### src/rtl/tagged_record_pkg.sv
// Types shared by the tagged-record serializer and deserializer.
// Pure declarations; no logic, no latency.
// Backpressure is not applicable to a package.
package tagged_record_pkg;

    localparam int unsigned MAX_PAY = 8;

    typedef enum logic [1:0] {
        TAG_BYTE     = 2'd0,
        TAG_SHORTINT = 2'd1,
        TAG_INT      = 2'd2,
        TAG_LONGINT  = 2'd3
    } tag_e;

    typedef struct packed {
        tag_e        tag;
        logic [63:0] payload;
    } record_t;

    // Number of payload bytes that follow a tag byte.
    function automatic int unsigned tag_len(tag_e t);
        case (t)
            TAG_BYTE:     return 1;
            TAG_SHORTINT: return 2;
            TAG_INT:      return 4;
            default:      return MAX_PAY;
        endcase
    endfunction

endpackage

### src/rtl/tagged_record_deserializer.sv
// Reassembles byte-stream tagged records (tag, then N LSB-first payload bytes) into record_t.
// Latency: record valid the cycle after its last payload byte; one byte/cycle sustained.
// Backpressure: while a record waits, in_ready follows out_ready; illegal tags dropped and counted.
module tagged_record_deserializer
    import tagged_record_pkg::*;
#(
    parameter bit SIGN_EXTEND = 1'b1,
    parameter int ERR_W       = 8
) (
    input  logic             clk,
    input  logic             rst,
    input  logic             in_valid,
    output logic             in_ready,
    input  logic [7:0]       in_data,
    output logic             out_valid,
    input  logic             out_ready,
    output record_t          out_rec,
    output logic             err_pulse,
    output logic [ERR_W-1:0] err_count
);

    typedef enum logic [1:0] {
        S_TAG  = 2'd0,
        S_PAY  = 2'd1,
        S_HOLD = 2'd2
    } state_e;

    state_e           r_state;
    state_e           w_state_nxt;
    tag_e             r_tag;
    logic [2:0]       r_cnt;
    logic [63:0]      r_acc;
    logic             r_out_valid;
    record_t          r_out_rec;
    logic             r_err_pulse;
    logic [ERR_W-1:0] r_err_count;

    logic        w_xfer;
    logic        w_tag_legal;
    logic        w_tag_accept;
    logic        w_pay_accept;
    logic        w_out_xfer;
    tag_e        w_tag_in;
    logic [2:0]  w_cnt_load;
    logic [3:0]  w_len;
    logic [2:0]  w_idx;
    logic [5:0]  w_sbit;
    logic [63:0] w_acc_new;
    logic [63:0] w_mask;
    logic [63:0] w_ext;

    // in_ready is a function of state only, except while holding a record.
    assign in_ready     = (r_state == S_HOLD) ? out_ready : 1'b1;
    assign w_xfer       = in_valid && in_ready;
    assign w_out_xfer   = r_out_valid && out_ready;
    assign w_tag_legal  = (in_data[7:2] == 6'd0);
    assign w_tag_in     = tag_e'(in_data[1:0]);
    assign w_cnt_load   = 3'(tag_len(w_tag_in) - 1);
    // A byte taken in S_HOLD is the next frame's tag byte.
    assign w_tag_accept = w_xfer && ((r_state == S_TAG) || (r_state == S_HOLD));
    assign w_pay_accept = w_xfer && (r_state == S_PAY);
    assign w_len        = 4'(tag_len(r_tag));
    assign w_idx        = 3'(w_len - 4'd1 - {1'b0, r_cnt});
    assign w_sbit       = 6'({w_len, 3'b000} - 7'd1);

    assign out_valid = r_out_valid;
    assign out_rec   = r_out_rec;
    assign err_pulse = r_err_pulse;
    assign err_count = r_err_count;

    // Next-state decode.
    always_comb begin
        w_state_nxt = r_state;
        case (r_state)
            S_TAG:   if (w_xfer && w_tag_legal) w_state_nxt = S_PAY;
            S_PAY:   if (w_xfer && (r_cnt == 3'd0)) w_state_nxt = S_HOLD;
            S_HOLD:  if (out_ready) w_state_nxt = (w_xfer && w_tag_legal) ? S_PAY : S_TAG;
            default: w_state_nxt = S_TAG;
        endcase
    end

    // Accumulator with the incoming payload byte merged, then width-extended.
    always_comb begin
        w_acc_new = r_acc;
        w_acc_new[{w_idx, 3'b000} +: 8] = in_data;
        w_mask = (w_len == 4'd8) ? '1 : ((64'd1 << {w_len, 3'b000}) - 64'd1);
        w_ext  = w_acc_new & w_mask;
        if (SIGN_EXTEND && w_acc_new[w_sbit]) w_ext = w_ext | ~w_mask;
    end

    // State register.
    always_ff @(posedge clk) begin
        if (rst) r_state <= S_TAG;
        else     r_state <= w_state_nxt;
    end

    // Tag/payload capture, output register and error counter.
    always_ff @(posedge clk) begin
        if (rst) begin
            r_tag       <= TAG_BYTE;
            r_cnt       <= 3'd0;
            r_acc       <= '0;
            r_out_valid <= 1'b0;
            r_out_rec   <= '0;
            r_err_pulse <= 1'b0;
            r_err_count <= '0;
        end else begin
            r_err_pulse <= 1'b0;
            if (w_out_xfer) r_out_valid <= 1'b0;
            if (w_tag_accept) begin
                if (w_tag_legal) begin
                    r_tag <= w_tag_in;
                    r_cnt <= w_cnt_load;
                    r_acc <= '0;
                end else begin
                    r_err_pulse <= 1'b1;
                    if (r_err_count != '1) r_err_count <= r_err_count + ERR_W'(1);
                end
            end
            if (w_pay_accept) begin
                r_acc <= w_acc_new;
                r_cnt <= r_cnt - 3'd1;
                if (r_cnt == 3'd0) begin
                    r_out_rec   <= '{tag: r_tag, payload: w_ext};
                    r_out_valid <= 1'b1;
                end
            end
        end
    end

endmodule

### config.mk
export PLATFORM = sky130hd
export DESIGN_NAME = tagged_record_deserializer
export DESIGN_NICKNAME = d
export VERILOG_FILES = /design/src/rtl/tagged_record_pkg.sv /design/src/rtl/tagged_record_deserializer.sv
export SDC_FILE = /design/constraint.sdc
export NUM_CORES = 1
export LEC_CHECK = 0
export CAP_MARGIN = 20
export CORE_ASPECT_RATIO = 0.9
export CORE_MARGIN = 1.5
export CORE_UTILIZATION = 50
export DETAILED_ROUTE_END_ITERATION = 10
export PLACE_DENSITY_LB_ADDON = 0.2
export REMOVE_ABC_BUFFERS = 1
export SETUP_SLACK_MARGIN = 0.4
export SLEW_MARGIN = 20
export SYNTH_ARGS = -nofsm -noshare
export SYNTH_HDL_FRONTEND = slang
export SYNTH_SLANG_ARGS = --single-unit
### constraint.sdc
create_clock -name clk -period 3.7 [get_ports clk]
set_clock_uncertainty 0.05 [all_clocks]
set_input_delay 0.74 -clock clk [delete_from_list [all_inputs] [get_ports clk]]
set_output_delay 0.74 -clock clk [all_outputs]
set_load 0.05 [all_outputs]
Yosys cells after proc, flatten, opt, wreduce, memory -nomap -nowiden
Index checks and enable logic that the tools add are counted.
{ "totals": {"input_bits": 12, "word_cells": 80, "reg_bits": 147, "output_inout_bits": 77} }
{ "classes": {"muxes": 23, "shifts": 3, "n_lt_le_gt_ge": 1, "bitwise": 5, "eq_ne": 11, "n_reduce_logical": 20, "n_addsub": 8} }
{ "op_table": {"columns": ["operator", "n"], "rows": [
  ["two-way mux 64 bit", 5],
  ["AND 64 bit", 1],
  ["bitwise mux 64 bit", 1],
  ["inverter 64 bit", 1],
  ["bitwise OR 64 bit", 1],
  ["variable shift 8 x 8 -> 64 bit, first input constant", 1],
  ["variable part select 8 x 8 -> 64 bit", 1],
  ["<< shifter 1 x 7 -> 64 bit, first input constant", 1],
  ["subtractor 64 x 1 -> 64 bit, second input constant", 1],
  ["one-hot mux 4 bit (3 select lines)", 1],
  ["two-way mux 3 bit", 3],
  ["one-hot mux 3 bit (3 select lines)", 1],
  ["subtractor 3 x 1 -> 3 bit, second input constant", 3],
  ["adder 8 x 1 -> 8 bit, second input constant", 1],
  ["!= test 8 bit, second input constant", 1],
  ["negation 6 -> 8 bit", 1],
  ["less-than comparator 6 x 7 -> 1 bit, second input constant", 1],
  ["two-way mux 1 bit", 7],
  ["binary-select mux 1 bit (select 6 bit)", 1],
  ["equality test 2 x 1 -> 1 bit, second input constant", 3],
  ["equality test 2 bit, second input constant", 3],
  ["logical AND 1 bit", 6],
  ["zero test 2 bit", 3],
  ["zero test 6 bit", 1],
  ["14 further kinds", 22]
]} }

Logic depth before layout (Yosys ltp)
{ "depth": {"depth_word": 10, "ltp_mapped": 17, "depth_no_buf": 13} }

Worst setup path after synthesis
No wires, ideal clock.
{ "synth_timing": {"path_type": "reg2reg", "startpoint": "register r_tag[1]", "endpoint": "register r_out_rec, in the netlist out_rec[49]", "slack_ps": -302, "n_path_buf": 5, "path_stages_with_launch": 17, "synth_period_minus_slack_ps": 4002, "setup_ps": 142, "required_ps": 3508, "arrival_time_ps": 3809, "cell_sequence": "dfxtp_1 -> buf_2 -> clkbuf_1 -> clkbuf_1 -> nand2b_1 -> fa_1 -> xnor2_1 -> xnor2_2 -> inv_2 -> ha_1 -> clkbuf_1 -> and4bb_2 -> mux2_2 -> nand2_1 -> and3_1 -> clkbuf_1 -> a311oi_1"} }
{ "synth_via": {"elab_chain_cells": 10, "word_cells_on_any_way": 21} }
{ "synth_lines": {"columns": ["item", "line_no", "text"], "rows": [
  ["start, declared", "tagged_record_deserializer.sv:30", "tag_e r_tag;"],
  ["start signal, assigned", "tagged_record_deserializer.sv:112", "r_tag <= w_tag_in;"],
  ["equality test 2 bit (tied with other cells)", "tagged_record_pkg.sv:22", "case (t)"],
  ["one-hot mux 4 bit (3 select lines) (*)", "tagged_record_pkg.sv:22", null],
  ["subtractor 3 x 1 -> 3 bit", "tagged_record_deserializer.sv:63", "assign w_idx = 3'(w_len - 4'd1 - {1'b0, r_cnt});"],
  ["subtractor 3 bit", "tagged_record_deserializer.sv:63", null],
  ["negation 6 -> 8 bit", "tagged_record_deserializer.sv:85", "w_acc_new[{w_idx, 3'b000} +: 8] = in_data;"],
  ["variable part select 8 x 8 -> 64 bit or variable shift 8 x 8 -> 64 bit (tied branches)", "tagged_record_deserializer.sv:85", null],
  ["bitwise mux 64 bit", "tagged_record_deserializer.sv:85", null],
  ["binary-select mux 1 bit (select 6 bit) or AND 64 bit (tied branches)", "tagged_record_deserializer.sv:88, tagged_record_deserializer.sv:87", null],
  ["two-way mux 1 bit (implied by the code) or bitwise OR 64 bit (tied branches)", "tagged_record_deserializer.sv:88", "if (SIGN_EXTEND && w_acc_new[w_sbit]) w_ext = w_ext | ~w_mask;"],
  ["two-way mux 64 bit (*)", "tagged_record_deserializer.sv:88", null],
  ["end signal, assigned", "tagged_record_deserializer.sv:124", "r_out_rec <= '{tag: r_tag, payload: w_ext};"],
  ["end, declared", "tagged_record_deserializer.sv:34", "record_t r_out_rec;"]
]} }
Mark *: on every way between the ends. The rest lies on a longest branch, timed or not. The select of a mux whose other input is x is not followed.
A chain may end at the register's enable or synchronous reset.

Final worst setup path
{ "layout_timing": {"startpoint": "register r_cnt[0]", "endpoint": "register r_out_rec, in the netlist out_rec[51]"} }
{ "layout_via": {"elab_chain_cells": 7, "word_cells_on_any_way": 12} }
{ "layout_lines": {"columns": ["item", "line_no", "text"], "rows": [
  ["start, declared", "tagged_record_deserializer.sv:31", "logic [2:0] r_cnt;"],
  ["start signal, assigned", "tagged_record_deserializer.sv:113", "r_cnt <= w_cnt_load;"],
  ["start signal, assigned", "tagged_record_deserializer.sv:122", "r_cnt <= r_cnt - 3'd1;"],
  ["subtractor 3 bit", "tagged_record_deserializer.sv:63", null],
  ["negation 6 -> 8 bit", "tagged_record_deserializer.sv:85", null],
  ["variable part select 8 x 8 -> 64 bit or variable shift 8 x 8 -> 64 bit (tied branches)", "tagged_record_deserializer.sv:85", null],
  ["bitwise mux 64 bit", "tagged_record_deserializer.sv:85", null],
  ["binary-select mux 1 bit (select 6 bit) or AND 64 bit (tied branches)", "tagged_record_deserializer.sv:88, tagged_record_deserializer.sv:87", null],
  ["two-way mux 1 bit (implied by the code) or bitwise OR 64 bit (tied branches)", "tagged_record_deserializer.sv:88", null],
  ["two-way mux 64 bit", "tagged_record_deserializer.sv:88", null]
]} }
Several ways; a longest one is shown, not always the timed one. The select of a mux whose other input is x is not followed.

==> impl_summary.md <==
Worst setup path
The endpoint class of the critical path is a register. For the worst setup path, the data arrival time is 3.48 ns. The setup slack on the worst flop-to-flop path is 0.48 ns. STA classifies the critical path startpoint as a register. By startpoint and endpoint, the worst setup path is classified as reg -> reg. The worst flop-to-flop path endpoint is out_rec[51]$_SDFFE_PP0P_. The number of cells on the worst reg-to-reg path is 13.

The worst register-to-register path begins at r_cnt[0]$_SDFFE_PP0P_. The largest driver fanout on the critical path is 7. The required time of the critical path is 3.97 ns.

Final layout
Of the cells placed in the final design, the portion with a size suffix greater than 1 is 0.139. Leaving out fill and tap cells, the most frequent cells in the layout are 145 x sky130_fd_sc_hd__dfxtp_1, 111 x sky130_fd_sc_hd__nand3_1, 87 x sky130_fd_sc_hd__clkdlybuf4s50_1. The commonest non-fill, non-tap cell in the layout is sky130_fd_sc_hd__dfxtp_1. The number of nets in the final layout is 901. The layout has 1076 filler cells. The number of antenna diodes in the final layout is 0. From synthesis to final layout, the design area changed by 29.1%.

Timing
The final worst-path cycle share is 0.869. The smallest hold slack is 0.409 ns. The maximum operating frequency is 311 MHz.

The number of hold violations in the final report is 0. The final critical path time including I/O delays and setup is 3.22 ns. The max-slew violation total from the final report came to 0. Setup violations remaining at the end of the flow were counted as 0. The pin slew with the least headroom to its limit is 1.08 ns. Setup repair after global routing left no endpoint under its margin. The tightest slew margin relative to the limit is 0.278.

Floorplan
The number of top-level pins is 89. The die span in x is 125 µm. The standard cell core area is 12800 µm². The die covers 14000 µm². For this configuration, the core starts out at a cell density of 0.519. In this run the core area contains 39 standard-cell rows. The floorplan step set the die height to 112 µm.

Drt
For this block, the initial DRC count from the detailed router was 531. The detailed-route DRC error count is 0. The detailed-routing iteration count for the pre-antenna-repair pass is 5. Once detail routing completed, the nets flagged for antenna violations numbered 0.

The total via count after detailed routing is 6518. Using the TritonRoute via totals, the vias-per-cell ratio works out to 6.16. The wire length after detailed routing is 19.8 mm.

After detailed routing, the average wire length per cell comes to 18.8 µm.

Yosys
The most frequently used flop master after synthesis is sky130_fd_sc_hd__dfxtp_1. The count of flip-flops with a built-in enable after synthesis is 0. The top cell type by total area after synthesis is sky130_fd_sc_hd__dfxtp_1. Of all flip-flops after synthesis, the portion carrying an async set or reset was 0.

The area of the mapped netlist is 6660 µm². In this run the mean area of a mapped cell was 8.32 µm². The flip-flop and latch count after synthesis is 147.

Sorting the synthesized cells by area gives the leading types as sky130_fd_sc_hd__dfxtp_1 44%, sky130_fd_sc_hd__nand3_1 8.3%, sky130_fd_sc_hd__nor2_1 4.8%. The number of distinct standard cells referenced by the synthesized netlist is 52. The register area share after synthesis is 0.442.

The top cell type's share of synthesized area is 0.442. The yosys synthesis warning count is 0. The gate count of the mapped netlist is 800.

GRT
The first global-routing pass estimated 31.4 mm of wire. The global-route congestion overflow total is 0. The initial antenna violation count is 0.

Entering global routing, the biggest net connects 76 pins. In the global route stage, overall resource usage came out at 0.278. The number of global-route vias before repair is 6114.

Power and ir drop
The clock share of power is 0.473. The maximum vdd ir drop is 0.000445 V. Of the total power, the share spent switching nets is 0.235. The power per unit of standard cell area is 407 nW/µm². For this design the total switching power over the nets is 0.822 mW.

Of the total power, combinational logic draws 0.071. The design draws 3.50 mW. Cell internal power was estimated by the tool at 2.68 mW.

The total leakage power is 2.69 nW. The sequential share of power is 0.456.

Hold path
The destination of the worst hold path is out_rec[65]$_SDFFE_PP0P_. The path class of the tightest hold or removal check is reg -> reg. The hold path depth is 2. In this run the most critical hold path is launched from out_rec[65]$_SDFFE_PP0P_.

Place
The HPWL after detailed placement is 12.4 mm. Port buffering added 88 buffers. The final estimated routing congestion in global placement is 0.855.

CTS
TritonCTS built the clock tree. The H-tree depth reported by CTS is 4. For this design, the CTS-stage hold fixing added 0 buffers. Clock latency on the worst-skew pair, taken at its later pin, is 0.42 ns. The clock drives 147 sinks.

No sink is reached through more buffers than the 2 on the longest clock path. The clock-pin transition on the worst setup and hold timing paths is 0.06 ns. The tree is rooted in a sky130_fd_sc_hd__clkbuf_16. Clock tree synthesis inserted a total of 17 buffers.

Flow run
Max-cap violations in this run came to 0.

Outcome
The run finished with clean final reports.
synthesized netlist by cell type, types with 6 or more instances:
master and number:
sky130_fd_sc_hd__xnor2_1 8, sky130_fd_sc_hd__dfxtp_1 147, sky130_fd_sc_hd__a21o_1 16, sky130_fd_sc_hd__and2_1 6, sky130_fd_sc_hd__inv_1 37, sky130_fd_sc_hd__nand3_1 111, sky130_fd_sc_hd__o32ai_1 32, sky130_fd_sc_hd__o221a_2 8
sky130_fd_sc_hd__nor2_1 85, sky130_fd_sc_hd__a211oi_1 32, sky130_fd_sc_hd__ha_1 6, sky130_fd_sc_hd__a311oi_1 27, sky130_fd_sc_hd__nand2b_1 15, sky130_fd_sc_hd__o21ai_0 18, sky130_fd_sc_hd__a21oi_1 36, sky130_fd_sc_hd__clkbuf_1 63
sky130_fd_sc_hd__and3_1 7, sky130_fd_sc_hd__nand2_1 62, sky130_fd_sc_hd__nor2b_1 9, sky130_fd_sc_hd__a22oi_1 8, sky130_fd_sc_hd__mux2i_1 10
logic make-up (layout without fill, tap and decap cells):
kind of cell               after synthesis  count (layout)  synth area share
and+or+nand+nor                        325             325             0.233
AOI/OAI and AO/OA                      192             192             0.217
DFF                                    147             147             0.442
buffers and inverters                  108             202            0.0616
muxes                                   12              12            0.0184
xor gates and xnor gates                 9               9            0.0130
adders and majority gates                7               7            0.0143
metal layers:
metal / routed length (µm) / track usage / vias to the layer above
met3: 1340 / 0.0605 / 36
met4: 366 / 0.0782 / 0
met2: 9290 / 0.450 / 276
met1: 8850 / 0.376 / 3152
li1: - / - / 3054
met5: 0 / 0 / -
power groups by stage:
| stage | logic [mW] | clock network (mW) | registers [mW] |
|---|---|---|---|
| 2_1_floorplan | 0.0823 | 0 | 1.65 |
| 3_3_place_gp | 0.215 | 0 | 1.63 |
| 3_5_place_dp | 0.219 | 0 | 1.63 |
| 4_1_cts | 0.232 | 1.67 | 1.60 |
| 5_1_grt | 0.261 | 1.74 | 1.60 |
| 6_report | 0.249 | 1.65 | 1.60 |
repair_timing:
action,CTS,global route
buffers inserted,4,5
hold endpoints to repair,0,0
pin swaps,6,4
endpoints found under the setup margin,111,60
resized for setup,14,24
gates cloned,1,1
worst max-delay path by stage:
stage,startpoint,to,cells past startpoint
final,r_cnt[0]$_SDFFE_PP0P_,out_rec[51]$_SDFFE_PP0P_,13
after global routing,r_tag[1]$_SDFFE_PP0P_,out_rec[34]$_SDFFE_PP0P_,14
after CTS,r_tag[1]$_SDFFE_PP0P_,out_rec[50]$_SDFFE_PP0P_,14
after detailed placement,r_tag[1]$_SDFFE_PP0P_,out_rec[9]$_SDFFE_PP0P_,12
after global placement,r_tag[1]$_SDFFE_PP0P_,out_rec[12]$_SDFFE_PP0P_,12
after floorplan,r_tag[1]$_SDFFE_PP0P_,out_rec[32]$_SDFFE_PP0P_,10
per-stage QoR:
stage / TNS (ns) / utilization / setup slack (ns) / instance area [µm²] / cells
final: 0 / 0.670 / 0.485 / 8600 / 1058
after global routing: 0 / 0.670 / 0.377 / 8600 / 1058
after CTS: 0 / 0.658 / 0.451 / 8440 / 1052
after detailed placement: -0.0354 / 0.603 / -0.0156 / 7740 / 1016
after global placement: 0 / 0.603 / 0.106 / 7740 / 1016
after floorplan: -56.32 / - / -0.914 / 6390 / 730
layout make-up:
cell class | instances | area, µm² | area share
flip-flops and latches | 147 | 2950 | 0.343
repair buffers | 133 | 1270 | 0.147
well taps | 164 | 205 | 0.0239
clock buffers | 19 | 443 | 0.0515
clock inverters | 12 | 115 | 0.0134
inverters | 38 | 143 | 0.0166
multi-input cells | 545 | 3480 | 0.405
flip-flops by register name, summed over array words and instances (netlist names):
register	flops
out_rec	66
out_valid	1
r_acc	64
err_pulse	1
err_count	8
r_state	2
r_tag	2
r_cnt	3
critical path, stage by stage (launching register included):
cell,delay (ns)
sky130_fd_sc_hd__dfxtp_1,0.39
sky130_fd_sc_hd__inv_1,0.09
sky130_fd_sc_hd__ha_4,0.16
sky130_fd_sc_hd__inv_2,0.04
sky130_fd_sc_hd__fa_2,0.45
sky130_fd_sc_hd__ha_1,0.27
sky130_fd_sc_hd__ha_4,0.29
sky130_fd_sc_hd__nor4b_4,0.26
sky130_fd_sc_hd__buf_4,0.16
sky130_fd_sc_hd__and3_4,0.19
sky130_fd_sc_hd__a31oi_4,0.09
sky130_fd_sc_hd__and3_4,0.23
sky130_fd_sc_hd__clkbuf_16,0.17
sky130_fd_sc_hd__a311oi_1,0.25
No activity file was read; power rests on OpenSTA's default activity.
